==> config.mk <==
export PLATFORM = sky130hd
export DESIGN_NAME = dmem_lsu
export DESIGN_NICKNAME = d
export VERILOG_FILES = /design/src/rtl/dmem_lsu.sv
export SDC_FILE = /design/constraint.sdc
export NUM_CORES = 1
export LEC_CHECK = 0
export CAP_MARGIN = 20
export CORE_ASPECT_RATIO = 1.5
export CORE_MARGIN = 1.5
export CORE_UTILIZATION = 38
export CTS_CLUSTER_DIAMETER = 150
export DETAILED_ROUTE_END_ITERATION = 7
export PLACE_DENSITY = 0.89
export SETUP_SLACK_MARGIN = 0.1
export SYNTH_ARGS = -nofsm -noshare
export SYNTH_HDL_FRONTEND = slang
export SYNTH_SLANG_ARGS = --single-unit
==> constraint.sdc <==
create_clock -name clk -period 2.4 [get_ports clk]
set_input_delay 0.36 -clock clk [delete_from_list [all_inputs] [get_ports clk]]
set_output_delay 0.36 -clock clk [all_outputs]
set_load 0.01 [all_outputs]
==> src/rtl/dmem_lsu.sv <==
// dmem_lsu: load/store unit between execute and a word-organised data RAM.
// Accepts one request at a time (valid/ready), steers store bytes onto lanes,
// issues loads to a 1-cycle-latency RAM and extends the returned data, flags
// misaligned/illegal/out-of-range accesses, and returns every result through
// a registered one-entry response slot with back-pressure.
//
// Ports:
//   clk, rst_n          clock, asynchronous active-low reset
//   req_*_i / req_ready_o  request channel (we, memop, addr, wdata, rd tag)
//   mem_*_o / mem_rdata_i  RAM port (strobe, byte enables, word index, data)
//   resp_*_o / resp_ready_i response channel (rdata, rd, err, is_load)
module dmem_lsu #(
  parameter int unsigned DEPTH_LOG2 = 10,
  parameter int unsigned XLEN       = 32
) (
  input  logic                  clk,
  input  logic                  rst_n,
  input  logic                  req_valid_i,
  output logic                  req_ready_o,
  input  logic                  req_we_i,
  input  logic [2:0]            req_memop_i,
  input  logic [XLEN-1:0]       req_addr_i,
  input  logic [XLEN-1:0]       req_wdata_i,
  input  logic [4:0]            req_rd_i,
  output logic                  mem_en_o,
  output logic [3:0]            mem_we_o,
  output logic [DEPTH_LOG2-1:0] mem_addr_o,
  output logic [XLEN-1:0]       mem_wdata_o,
  input  logic [XLEN-1:0]       mem_rdata_i,
  output logic                  resp_valid_o,
  input  logic                  resp_ready_i,
  output logic [XLEN-1:0]       resp_rdata_o,
  output logic [4:0]            resp_rd_o,
  output logic                  resp_err_o,
  output logic                  resp_is_load_o
);

  localparam logic [2:0] MOP_B  = 3'b000;
  localparam logic [2:0] MOP_H  = 3'b001;
  localparam logic [2:0] MOP_BU = 3'b100;
  localparam logic [2:0] MOP_HU = 3'b101;

  typedef enum logic {IDLE, LOAD_WAIT} state_e;

  state_e          state_q, state_d;
  logic            resp_valid_q, resp_valid_d;
  logic [XLEN-1:0] resp_rdata_q, resp_rdata_d;
  logic [4:0]      resp_rd_q, resp_rd_d;
  logic            resp_err_q, resp_err_d;
  logic            resp_is_load_q, resp_is_load_d;
  logic [1:0]      ld_off_q, ld_off_d;
  logic [2:0]      ld_op_q, ld_op_d;
  logic [4:0]      ld_rd_q, ld_rd_d;

  logic            accept;
  logic            req_err_c;
  logic [3:0]      st_we_c;
  logic [XLEN-1:0] st_wdata_c;
  logic [XLEN-1:0] ld_data_c;
  logic [7:0]      ld_byte;
  logic [15:0]     ld_half;

  // Request classification: any one condition makes the access an error.
  always_comb begin
    logic illegal, misaligned, out_of_range;
    illegal      = (req_memop_i inside {3'b011, 3'b110, 3'b111}) ||
                   (req_we_i && req_memop_i[2]);
    misaligned   = ((req_memop_i[1:0] == 2'b01) && req_addr_i[0]) ||
                   ((req_memop_i[1:0] == 2'b10) && (req_addr_i[1:0] != 2'b00));
    out_of_range = (req_addr_i >> (DEPTH_LOG2 + 2)) != '0;
    req_err_c    = illegal || misaligned || out_of_range;
  end

  // Store lane steering: replicate the datum and enable only the target lanes.
  always_comb begin
    st_we_c    = 4'b1111;
    st_wdata_c = req_wdata_i;
    case (req_memop_i[1:0])
      2'b00: begin
        st_we_c    = 4'b0001 << req_addr_i[1:0];
        st_wdata_c = XLEN'({4{req_wdata_i[7:0]}});
      end
      2'b01: begin
        st_we_c    = req_addr_i[1] ? 4'b1100 : 4'b0011;
        st_wdata_c = XLEN'({2{req_wdata_i[15:0]}});
      end
      default: ;
    endcase
  end

  // Load extraction from the RAM word using the offset/op latched at accept.
  always_comb begin
    ld_byte = mem_rdata_i[{ld_off_q, 3'b000} +: 8];
    ld_half = ld_off_q[1] ? mem_rdata_i[31:16] : mem_rdata_i[15:0];
    case (ld_op_q)
      MOP_B:   ld_data_c = {{(XLEN-8){ld_byte[7]}}, ld_byte};
      MOP_H:   ld_data_c = {{(XLEN-16){ld_half[15]}}, ld_half};
      MOP_BU:  ld_data_c = {{(XLEN-8){1'b0}}, ld_byte};
      MOP_HU:  ld_data_c = {{(XLEN-16){1'b0}}, ld_half};
      default: ld_data_c = mem_rdata_i;
    endcase
  end

  // Next-state, RAM strobes and response-slot update.
  always_comb begin
    state_d        = state_q;
    resp_valid_d   = resp_valid_q && !resp_ready_i;
    resp_rdata_d   = resp_rdata_q;
    resp_rd_d      = resp_rd_q;
    resp_err_d     = resp_err_q;
    resp_is_load_d = resp_is_load_q;
    ld_off_d       = ld_off_q;
    ld_op_d        = ld_op_q;
    ld_rd_d        = ld_rd_q;
    mem_en_o       = 1'b0;
    mem_we_o       = 4'b0000;
    mem_addr_o     = '0;
    mem_wdata_o    = '0;
    req_ready_o    = (state_q == IDLE) && (!resp_valid_q || resp_ready_i);
    // rst_n gate keeps the RAM quiet while reset is held
    accept         = req_valid_i && req_ready_o && rst_n;

    case (state_q)
      IDLE: begin
        if (accept) begin
          if (req_err_c) begin
            resp_valid_d   = 1'b1;
            resp_rdata_d   = '0;
            resp_rd_d      = req_rd_i;
            resp_err_d     = 1'b1;
            resp_is_load_d = ~req_we_i;
          end else if (req_we_i) begin
            mem_en_o       = 1'b1;
            mem_we_o       = st_we_c;
            mem_addr_o     = req_addr_i[DEPTH_LOG2+1:2];
            mem_wdata_o    = st_wdata_c;
            resp_valid_d   = 1'b1;
            resp_rdata_d   = '0;
            resp_rd_d      = req_rd_i;
            resp_err_d     = 1'b0;
            resp_is_load_d = 1'b0;
          end else begin
            mem_en_o   = 1'b1;
            mem_addr_o = req_addr_i[DEPTH_LOG2+1:2];
            ld_off_d   = req_addr_i[1:0];
            ld_op_d    = req_memop_i;
            ld_rd_d    = req_rd_i;
            state_d    = LOAD_WAIT;
          end
        end
      end
      LOAD_WAIT: begin
        // slot is guaranteed free here: accept required it empty or draining
        resp_valid_d   = 1'b1;
        resp_rdata_d   = ld_data_c;
        resp_rd_d      = ld_rd_q;
        resp_err_d     = 1'b0;
        resp_is_load_d = 1'b1;
        state_d        = IDLE;
      end
      default: state_d = IDLE;
    endcase
  end

  // State, response slot and latched load context.
  always_ff @(posedge clk or negedge rst_n) begin
    if (!rst_n) begin
      state_q        <= IDLE;
      resp_valid_q   <= 1'b0;
      resp_rdata_q   <= '0;
      resp_rd_q      <= '0;
      resp_err_q     <= 1'b0;
      resp_is_load_q <= 1'b0;
      ld_off_q       <= '0;
      ld_op_q        <= '0;
      ld_rd_q        <= '0;
    end else begin
      state_q        <= state_d;
      resp_valid_q   <= resp_valid_d;
      resp_rdata_q   <= resp_rdata_d;
      resp_rd_q      <= resp_rd_d;
      resp_err_q     <= resp_err_d;
      resp_is_load_q <= resp_is_load_d;
      ld_off_q       <= ld_off_d;
      ld_op_q        <= ld_op_d;
      ld_rd_q        <= ld_rd_d;
    end
  end

  assign resp_valid_o   = resp_valid_q;
  assign resp_rdata_o   = resp_rdata_q;
  assign resp_rd_o      = resp_rd_q;
  assign resp_err_o     = resp_err_q;
  assign resp_is_load_o = resp_is_load_q;

endmodule

; ---- Word level (Yosys, flattened, before mapping)
; Index checks and enable logic that the tools add are counted.
[classes]
n_bitwise = 3
mux = 42
shift = 2
n_reduce_logical = 21
eq_ne = 10
[op_table]
columns = cell, n
row1 = 2-to-1 mux 32 bit, 7
row2 = one-hot mux 32 bit (2 select lines), 2
row3 = one-hot mux 32 bit (4 select lines), 1
row4 = nonzero test 32 bit, 1
row5 = variable part select 32 x 6 -> 8 bit, 1
row6 = 2-to-1 mux 10 bit, 3
row7 = 2-to-1 mux 4 bit, 5
row8 = 2-to-1 mux 16 bit, 1
row9 = 2-to-1 mux 5 bit, 3
row10 = 2-to-1 mux 1 bit, 14
row11 = "== test 3 bit, second input constant", 4
row12 = one-hot mux 5 bit (2 select lines), 1
row13 = one-hot mux 1 bit (2 select lines), 4
row14 = one-hot mux 4 bit (2 select lines), 1
row15 = logical AND 1 bit, 7
row16 = logical OR 1 bit, 5
row17 = AND reduction 4 bit, 1
row18 = "<< shifter 1 x 2 -> 4 bit, first input constant", 1
row19 = "== test 3 x 1 -> 1 bit, second input constant", 1
row20 = "== test 3 x 2 -> 1 bit, second input constant", 1
row21 = zero test 3 bit, 1
row22 = "!= test 3 bit, second input constant", 1
row23 = inverter 1 bit, 3
row24 = nonzero test 3 bit, 1
row25 = other kinds (7), 8
[word_totals]
ff_bits = 51
output_inout_bits = 88
elab_cells = 87

; ---- Logic depth before layout (Yosys ltp)
; Gate-level depths: netlist of the first run.
[depth]
word_depth = 8
ltp_mapped = 6
ltp_nobuf = 4

; ---- Worst setup path before layout of the first run
; OpenSTA, ideal clock, no wires.
[synth_path]
kind = in2out
startpoint = input port req_memop_i[0]
endpoint = output port mem_we_o[3]
path_stages = 6
t_arrival_ns = 1.931
t_required_ns = 2.040
path_slack_ns = 0.109
n_path_buf = 2
cell_sequence = o41ai_1 nand4_1 buf_2 nor4_1 clkbuf_1 nor3b_1
[synth_between]
elab_chain_cells = 8
[synth_lines]
columns = item, line
row1 = start: declaration, 21  ; input logic [2:0] req_memop_i,
row2 = "== test 3 x 2 -> 1 bit, or another cell as far along", 66  ; illegal = (req_memop_i inside {3'b011, 3'b110, 3'b111}) ||
row3 = "nonzero test 3 bit, or another cell as far along", 66
row4 = logical OR 1 bit (on tied branches), "66, 68"
row5 = logical OR 1 bit (2 in series), 71  ; req_err_c = illegal || misaligned || out_of_range;
row6 = 2-to-1 mux 4 bit *, 126  ; if (req_err_c) begin
row7 = 2-to-1 mux 4 bit *, 125  ; if (accept) begin
row8 = 2-to-1 mux 4 bit *, 123  ; case (state_q)
row9 = end: declaration, 26  ; output logic [3:0] mem_we_o,
; Mark *: on every way between the ends. The rest lies on a longest branch, timed or not.

; ---- Final worst setup path of the first run
[layout_path]
startpoint = input port req_memop_i[2]
endpoint = output port mem_wdata_o[25]
[layout_between]
elab_chain_cells = 8
[layout_lines]
columns = item, line
row1 = == test 3 x 2 -> 1 bit / == test 3 bit (equally long branches), 66
row2 = nonzero test 3 bit, 66
row3 = logical OR 1 bit *, 66
row4 = logical OR 1 bit * (2 in series), 71
row5 = 2-to-1 mux 32 bit *, 126
row6 = 2-to-1 mux 32 bit *, 125
row7 = 2-to-1 mux 32 bit *, 123
row8 = end: declaration, 28  ; output logic [XLEN-1:0] mem_wdata_o,
; Marks and branches as above.

==> run_results.csv, run 1 <==
group,metric,value,unit
sta,post-route-min-period,2.56,ns
floorplanning,fp-row-count,41,
worst_setup_path,rr_worst_depth,7,
sta,finalHoldViolations,0,
routing,drt-pass1-iter-count,5,
final_layout,fillers,567,
pwr,peakVddDrop,0.000487,V
final_layout,diodes,0,
run_status,status,"finished with violations",
pwr,internal-power,1680,uW
synthesis,synth_edf_count,0,
routing,drt_iter0_markers,233,
clock_network,clock_latency,0.30,ns
synthesis,synth-seq-cells,51,
final_layout,area_delta_synth_final,90.3,%
synthesis,yosysMostFrequentCell,"nor2_1",
clock_network,cts_hold_buf,0,
grt,grt_usage,0.317,
synthesis,synth_simple_gate_area_share,0.193,
pwr,p_leak,0.00263,uW
synthesis,synthesis.instances,364,
grt,overflow,0,
sta,slew_headroom,0.568,
worst_setup_path,startpoint,"req_memop_i[2]",
floorplanning,die_area,9140,um^2
sta,slew_violations,0,
worst_setup_path,critPathCapture,"mem_wdata_o[25]",
worst_hold_path,hp-class,"input port to async pin",
sta,setup_ws,-0.164,ns
placement,dp_hpwl,10.5,mm
synthesis,ys_async_sr_fraction,1.00,
sta,tns,-2.74,ns
floorplanning,num_io_pins,197,
routing,wl_met1,5.28,mm
synthesis,synth_top_family_by_area,"compound AO/OA/AOI/OAI gates",
synthesis,synth_area_leader_cell,"dfrtp_1",
final_layout,drive_above_1_share,0.337,
synthesis,synth_compound_area_frac,0.243,
clock_network,clock-sinks,51,
routing,via_per_inst,5.93,
clock_network,cts_buffers,5,
grt,antenna_found_initial,0,
synthesis,ys.flop_type,"dfrtp_1",
floorplanning,chipWidth,78.5,um
worst_setup_path,path_max_fanout,7,
pwr,combPwrFrac,0.229,
clock_network,tritoncts,"built",
synthesis,synth_fa_ha_area_frac,0,
pwr,seqPwrFrac,0.398,
sta,setup_violations,43,
synthesis,synth_mux_area_frac,0.128,
clock_network,max-clock-path-buffers,2,
routing,vias,4119,
worst_setup_path,crit_type,"input port to primary output",
worst_setup_path,timing.rr.start,"state_q",
synthesis,synth_xor_area_frac,0,
grt,first_global_vias,4010,
placement,place_congestion,0.920,
floorplanning,initial_core_util,0.389,
grt,grt_pass1_wl,21.9,mm
worst_setup_path,r2r_slack,0.22,ns
worst_setup_path,start_kind,"input port",
routing,drc,0,
final_layout,finish.net_count,696,
clock_network,cts_max_level,2,
sta,fmax,0.390,GHz
sta,skew,0.00732,ns
pwr,power.density,365,nW/um^2
worst_setup_path,timing.rr.end,"resp_rdata_o[15]",
routing,ant_nets,0,
worst_setup_path,cp.required,2.04,ns
pwr,power_frac_clock,0.372,
synthesis,synth.distinct_cells,40,
floorplanning,die-height,116,um
synthesis,yosys_warnings,0,
pwr,p_sw,579,uW
sta,tightest_slew,0.648,ns
sta,period_share,1.07,
sta,grt_setup_unrepaired,"yes",
clock_network,path_clk_slew,0.07,ns
worst_setup_path,worstPathArrival,2.20,ns
floorplanning,core,8360,um^2
synthesis,syn-num-nets,473,
routing,routed-wl-met3,2.10,mm
routing,routed-wl-met2,7.65,mm
run_status,violations,"setup timing",
clock_network,cts_root_buf,"clkbuf_16",
synthesis,ys_seq_area_frac,0.392,
routing,wire_per_inst,22.6,um
final_layout,final_util,0.740,
synthesis,yosys-top-cells-area,"dfrtp_1 (39%), o2bb2ai_1 (9.7%), nor2_1 (6.5%)",
pwr,sw_frac_of_total,0.256,
worst_setup_path,endpoint_kind,"primary output",
synthesis,synth_top_cell_area_share,0.392,
routing,routed_wl,15.7,mm
routing,maxUsedRoutingLayer,"met4",
placement,io_buffers,196,
synthesis,syn-cell-area,3250,um^2
synthesis,synth_common_cells,"nor2_1 (56), dfrtp_1 (51), o2bb2ai_1 (36)",
job,drv_cap,0,
grt,grt_max_degree,52,
synthesis,syn_avg_cell_area,8.94,um^2
## critical path, cell delays in order
cell and delay, ns:
buf_4 0.14, o41ai_4 0.36, nand4_1 0.18, or4b_4 0.65
buf_16 0.20, buf_6 0.12, nor2_4 0.08, buf_6 0.11
## flip-flops by register name, indices dropped and copies added, names as in the netlist
| register | count |
|---|---|
| resp_is_load_o | 1 |
| resp_rdata_o | 32 |
| ld_op_q | 3 |
| resp_rd_o | 5 |
| resp_err_o | 1 |
| resp_valid_o | 1 |
| ld_off_q | 2 |
| state_q | 1 |
| ld_rd_q | 5 |
## final cells by class
type	instances	area [um^2]	area share
Clock buffer	6	139	0.0224
Timing Repair Buffer	247	2400	0.388
Sequential cell	51	1280	0.206
Clock inverter	2	35.0	0.00566
Inverter	5	18.8	0.00303
Multi-Input combinational cell	277	2190	0.353
Tap cell	107	134	0.0216
## layout by cell type, fill, tap and decap left out, types with 8 or more instances in the layout
| cell | count |
|---|---|
| mux2i_1 | 19 |
| a211oi_1 | 12 |
| clkdlybuf4s50_1 | 120 |
| and3_4 | 8 |
| a21oi_1 | 10 |
| buf_6 | 48 |
| dfrtp_1 | 51 |
| nor2_4 | 15 |
| dlygate4sd2_1 | 8 |
| o2bb2ai_1 | 36 |
| buf_2 | 21 |
| o21ai_0 | 23 |
| nand2_1 | 20 |
| and2_4 | 9 |
| buf_4 | 35 |
| mux2_2 | 16 |
| nor2_1 | 41 |
## what timing repair did
item / CTS / global route
gates resized for setup: 309 / 86
pin swaps: 24 / 25
setup endpoints to repair: 72 / 88
buffers inserted: 11 / 2
gates cloned: 5 / 0
## per-layer routing
metal  up-vias  GRT usage
met1      1971      0.335
met3        58      0.141
li1       1792          -
met5         -          0
met2       298      0.555
met4         0      0.121
## cell families after synthesis
group / after synthesis
AO/OA/AOI/OAI: 111
buffers and inverters: 36
flip-flops: 51
multiplexers: 37
AND/OR/NAND/NOR: 129
## worst min-delay path by stage
| stage | end | slack, ns | cells after the start |
|---|---|---|---|
| 6_report | resp_valid_o | 0.30 | 3 |
| 4_1_cts | resp_valid_o | 0.33 | 3 |
| 2_1_floorplan | ld_off_q[0] | 0.06 | 0 |
| 5_1_grt | ld_rd_q[0] | 0.35 | 3 |
| 3_5_place_dp | resp_rdata_o[26] | 0.47 | 1 |
| 3_3_place_gp | resp_rdata_o[24] | 0.47 | 1 |
## per-stage QoR
step	hold WS, ns	cells	setup WS, ns	instance area, um^2	total power (uW)
2_1_floorplan	0.0644	364	0.109	3250	1050
3_5_place_dp	0.473	670	-0.916	5510	1390
6_report	0.297	695	-0.164	6190	2260
3_3_place_gp	0.471	670	-0.870	5510	1380
5_1_grt	0.352	695	-0.233	6190	2330
4_1_cts	0.327	694	-0.150	5860	2240
## power groups by stage
stage               logic [uW]  registers, uW  clock network, uW
floorplan                  134            921                  0
global placement           471            914                  0
finish                     518            899                840
CTS                        489            899                853
global route               544            900                885
detailed placement         477            915                  0
Power figures use the tool's default switching activity.
==> inputs of run 2 (changes only) <==
--- a/config.mk
+++ b/config.mk
@@ -13,6 +13,7 @@
 export DETAILED_ROUTE_END_ITERATION = 7
 export PLACE_DENSITY = 0.89
 export SETUP_SLACK_MARGIN = 0.1
+export SKIP_LAST_GASP = 1
 export SYNTH_ARGS = -nofsm -noshare
 export SYNTH_HDL_FRONTEND = slang
 export SYNTH_SLANG_ARGS = --single-unit
==> run 2 against run 1 <==
Net effect:
- the run still ends with setup timing left
- critical endpoint unchanged
- cell count unchanged
- power down 0.12%
- register-to-register slack about the same
- largest cell class unchanged
==> run_results.csv, run 2 (same netlist as run 1, synthesis figures left out) <==
group,metric,value,unit
pwr,peakVddDrop,0.000491,V
floorplanning,die_area,9140,um^2
final_layout,finish.net_count,696,
grt,antenna_found_initial,0,
routing,via_per_inst,5.85,
sta,fmax,0.391,GHz
grt,first_global_vias,4004,
routing,routed_wl,15.4,mm
placement,postPlaceCellArea,5510,um^2
grt,overflow,0,
placement,place_congestion,0.920,
clock_network,clock_latency,0.30,ns
clock_network,path_clk_slew,0.07,ns
clock_network,cts_buffers,5,
worst_setup_path,endpoint_kind,"primary output",
final_layout,postLayoutCellArea,6130,um^2
final_layout,diodes,0,
floorplanning,chipWidth,78.5,um
sta,finalHoldViolations,0,
routing,drc,0,
floorplanning,core,8360,um^2
sta,setup_ws,-0.157,ns
worst_setup_path,worstPathArrival,2.20,ns
run_status,violations,"setup timing",
final_layout,mostFrequentLayoutCell,"clkdlybuf4s50_1",
final_layout,area_delta_synth_final,88.4,%
clock_network,clock-sinks,51,
worst_setup_path,cp.required,2.04,ns
sta,slew_headroom,0.565,
sta,tightest_slew,0.652,ns
final_layout,fillers,584,
final_layout,layout_common_cells,"clkdlybuf4s50_1 (120), dfrtp_1 (51), buf_6 (44)",
clock_network,max-clock-path-buffers,2,
worst_setup_path,start_kind,"input port",
sta,grt_setup_unrepaired,"yes",
grt,grt_pass1_wl,21.9,mm
sta,period_share,1.07,
routing,drt_iter0_markers,267,
clock_network,cts_root_buf,"clkbuf_16",
worst_hold_path,hp-class,"input port to async pin",
sta,setup_violations,42,
pwr,power.density,368,nW/um^2
pwr,p_leak,0.00262,uW
final_layout,largest_reg_flops,32,
clock_network,cts_max_level,2,
routing,vias,4067,
routing,wire_per_inst,22.1,um
sta,slew_violations,0,
placement,io_buffers,196,
routing,drt-pass1-iter-count,5,
final_layout,drive_above_1_share,0.333,
floorplanning,fp-row-count,41,
grt,grt_max_degree,52,
sta,post-route-min-period,2.56,ns
sta,skew,0.00813,ns
run_status,status,"finished with violations",
placement,dpl_worst_slack,-0.916,ns
floorplanning,num_io_pins,197,
clock_network,tritoncts,"built",
floorplanning,initial_core_util,0.389,
job,drv_cap,0,
floorplanning,die-height,116,um
worst_setup_path,path_max_fanout,7,
worst_setup_path,rr_worst_depth,7,
routing,ant_nets,0,
placement,dp_hpwl,10.5,mm
grt,grt_usage,0.317,
worst_setup_path,crit_type,"input port to primary output",
## run 2: worst max-delay path, stage by stage
cell,delay (ns)
clkdlybuf4s15_2,0.22
nor4_4,0.29
o2111ai_2,0.19
or4b_4,0.63
buf_16,0.20
buf_6,0.11
nor2_4,0.09
buf_6,0.10
## run 2: stage by stage
| step | total power (uW) | instances | hold WS, ns | TNS, ns | utilization |
|---|---|---|---|---|---|
| 6_report | 2250 | 695 | 0.299 | -2.49 | 0.733 |
| 5_1_grt | 2330 | 695 | 0.352 | -6.70 | 0.733 |
| 4_1_cts | 2240 | 694 | 0.327 | -2.96 | 0.699 |
| 3_5_place_dp | 1390 | 670 | 0.473 | -49.78 | 0.659 |
| 3_3_place_gp | 1380 | 670 | 0.471 | -49.14 | 0.659 |
| 2_1_floorplan | 1050 | 364 | 0.0644 | 0 | - |
## run 2: timing repair
| item | CTS | global route |
|---|---|---|
| gates resized for setup | 301 | 82 |
| cloned | 5 | 0 |
| hold buffers | 0 | 0 |
| pin swaps | 24 | 24 |
| setup buffers | 11 | 2 |
| endpoints found under the setup margin | 72 | 88 |
## run 2: cell type report
type,count,area [um^2],area share
repair buffers,247,2370,0.387
multi-input cells,277,2150,0.351
flip-flops and latches,51,1280,0.208
clock buffers,6,139,0.0227
well taps,107,134,0.0218
clock inverters,2,35.0,0.00572
inverters,5,18.8,0.00306
## run 2: where the power goes
part / switching (uW) / total (uW) / internal [uW]
Combinational: 233 / 512 / 279
Clock: 324 / 843 / 519
Sequential: 19.2 / 900 / 880
Total: 576 / 2250 / 1680
## run 2: path summary, 6_finish.rpt
check,startpoint,end,slack [ns]
setup / recovery,req_addr_i[30],mem_wdata_o[25],-0.16
hold / removal,rst_n,resp_valid_o,0.30
max in group asynchronous,rst_n,resp_rdata_o[2],1.66
min in group clk,req_memop_i[2],ld_op_q[2],0.42
setup reg to reg,state_q,resp_rdata_o[15],0.21
hold reg to reg,resp_rdata_o[26],resp_rdata_o[26],0.49
## run 2: per-layer routing
| metal | share of wire | wire (um) | GRT usage |
|---|---|---|---|
| met5 | 0 | 0 | 0 |
| met4 | 0.043 | 656 | 0.131 |
| met3 | 0.13 | 1940 | 0.139 |
| met2 | 0.49 | 7550 | 0.548 |
| met1 | 0.34 | 5230 | 0.335 |
==> inputs of run 3 (changes only) <==
--- a/config.mk
+++ b/config.mk
@@ -11,7 +11,9 @@
 export CORE_UTILIZATION = 38
 export CTS_CLUSTER_DIAMETER = 150
 export DETAILED_ROUTE_END_ITERATION = 7
+export HOLD_SLACK_MARGIN = 0.03
 export PLACE_DENSITY = 0.89
+export RECOVER_POWER = 50
 export SETUP_SLACK_MARGIN = 0.1
 export SKIP_LAST_GASP = 1
 export SYNTH_ARGS = -nofsm -noshare
==> run 3 against run 2 <==
Net effect:
- the flow still finishes with violations (setup timing)
- via count grew 2.0%
- final area hardly changed
- register-to-register slack is essentially flat
- combinational power barely moved
- clock-buffer cell count is the same
- wire length is essentially flat
- global-route usage did not move
- clock power barely moved
- hold slack gained 0.13 ns
- largest cell class unchanged
- largest power group unchanged
==> run_results.csv, run 3 (same netlist as run 1, synthesis figures left out) <==
group,metric,value,unit
run_status,status,"finished with violations",
run_status,violations,"setup timing",
final_layout,drive_above_1_share,0.332,
worst_setup_path,startpoint,"req_addr_i[30]",
placement,place_congestion,0.920,
worst_setup_path,worstPathArrival,2.19,ns
worst_setup_path,start_kind,"input port",
clock_network,cts_max_level,2,
worst_setup_path,critPathCapture,"mem_wdata_o[25]",
sta,post-route-min-period,2.55,ns
placement,io_buffers,196,
routing,ant_nets,0,
worst_setup_path,path_max_fanout,7,
final_layout,area_delta_synth_final,88.3,%
final_layout,largest_reg_flops,32,
floorplanning,die_area,9140,um^2
sta,fmax,0.391,GHz
worst_setup_path,timing.rr.end,"resp_rdata_o[15]",
sta,setup_violations,41,
placement,dp_hpwl,10.5,mm
floorplanning,fp-row-count,41,
floorplanning,chipWidth,78.5,um
sta,period_share,1.06,
floorplanning,die-height,116,um
floorplanning,num_io_pins,197,
routing,via_per_inst,5.97,
job,drv_cap,0,
placement,dpl_worst_slack,-0.916,ns
clock_network,cts_buffers,5,
worst_setup_path,crit_type,"input port to primary output",
worst_hold_path,min_path_cells,3,
routing,drt-pass1-iter-count,6,
grt,grt_usage,0.317,
routing,drc,0,
worst_setup_path,endpoint_kind,"primary output",
pwr,p_leak,0.00269,uW
grt,antenna_found_initial,0,
worst_setup_path,cp.required,2.04,ns
grt,grt_max_degree,52,
worst_setup_path,r2r_slack,0.22,ns
grt,first_global_vias,4004,
sta,grt_setup_unrepaired,"yes",
final_layout,fillers,586,
placement,dp.cells,670,
routing,wire_per_inst,22.1,um
sta,setup_ws,-0.154,ns
final_layout,diodes,0,
pwr,power.density,368,nW/um^2
final_layout,finish.net_count,696,
grt,grt_pass1_wl,21.9,mm
clock_network,max-clock-path-buffers,2,
pwr,peakVddDrop,0.000484,V
routing,vias,4147,
final_layout,final_util,0.733,
clock_network,cts_hold_buf,0,
routing,drt_iter0_markers,261,
worst_setup_path,rr_worst_depth,7,
final_layout,fin_cells,695,
grt,overflow,0,
floorplanning,initial_core_util,0.389,
sta,tightest_slew,1.27,ns
clock_network,path_clk_slew,0.07,ns
clock_network,tritoncts,"built",
clock_network,clock-sinks,51,
floorplanning,core,8360,um^2
sta,finalHoldViolations,0,
clock_network,cts_root_buf,"clkbuf_16",
routing,routed_wl,15.4,mm
clock_network,clock_latency,0.30,ns
worst_hold_path,hp-class,"input port to flip-flop",
final_layout,layout_common_cells,"clkdlybuf4s50_1 (100), dfrtp_1 (51), buf_6 (44)",
sta,skew,0.00646,ns
sta,slew_headroom,0.152,
worst_setup_path,timing.rr.start,"state_q",
sta,slew_violations,0,
final_layout,mostFrequentLayoutCell,"clkdlybuf4s50_1",
==> run 3: worst min-delay path by stage <==
| stage | end | from |
|---|---|---|
| after floorplan | ld_off_q[0] | rst_n |
| after global placement | resp_rdata_o[24] | resp_rdata_o[24] |
| after detailed placement | resp_rdata_o[26] | resp_rdata_o[26] |
| after CTS | resp_valid_o | rst_n |
| after global routing | ld_op_q[2] | req_memop_i[2] |
| final | ld_op_q[2] | req_memop_i[2] |
==> run 3: metrics by stage <==
| step | setup TNS, ns | hold slack [ns] | total power, uW | area (um^2) |
|---|---|---|---|---|
| floorplan | 0 | 0.0644 | 1050 | 3250 |
| global placement | -49.14 | 0.471 | 1380 | 5510 |
| finish | -2.45 | 0.426 | 2250 | 6130 |
| CTS | -2.96 | 0.327 | 2240 | 5840 |
| detailed placement | -49.78 | 0.473 | 1390 | 5510 |
| global route | -6.70 | 0.422 | 2320 | 6130 |
==> run 3: layer usage <==
layer  part of all wire  up-vias  global-route usage
met5                  0        -                   0
met4              0.047        0               0.131
met3               0.13       63               0.139
met2               0.49      310               0.548
met1               0.33     1980               0.335
li1                   -     1794                   -
==> run 3: final cells by class <==
cell class                 instances  area (um^2)  area share
multi-input combinational        277         2150       0.352
sequential                        51         1280       0.208
timing repair buffer             247         2370       0.387
clock inverter                     2         35.0     0.00572
clock buffer                       6          139      0.0227
inverter                           5         18.8     0.00306
tap                              107          134      0.0219
==> run 3: worst max-delay path, stage by stage <==
cell             delay (ns)
clkdlybuf4s15_2        0.22
nor4_4                 0.29
o2111ai_2              0.19
or4b_4                 0.63
buf_16                 0.19
buf_6                  0.11
nor2_4                 0.09
buf_6                  0.10
==> run 3: timing repair <==
action                     4_1_cts  5_1_grt
pin swaps                       24       24
setup endpoints to repair       72       88
buffers inserted                11        2
resized for setup              301       82
cloned                           5        0
==> run 3: power by group <==
| part | switching (uW) | leakage [uW] | total [uW] | internal (uW) |
|---|---|---|---|---|
| sequential | 19.2 | 0.000686 | 900 | 881 |
| clock | 321 | 0.0000868 | 840 | 519 |
| combinational | 234 | 0.00192 | 512 | 278 |
| total | 574 | 0.00269 | 2250 | 1680 |
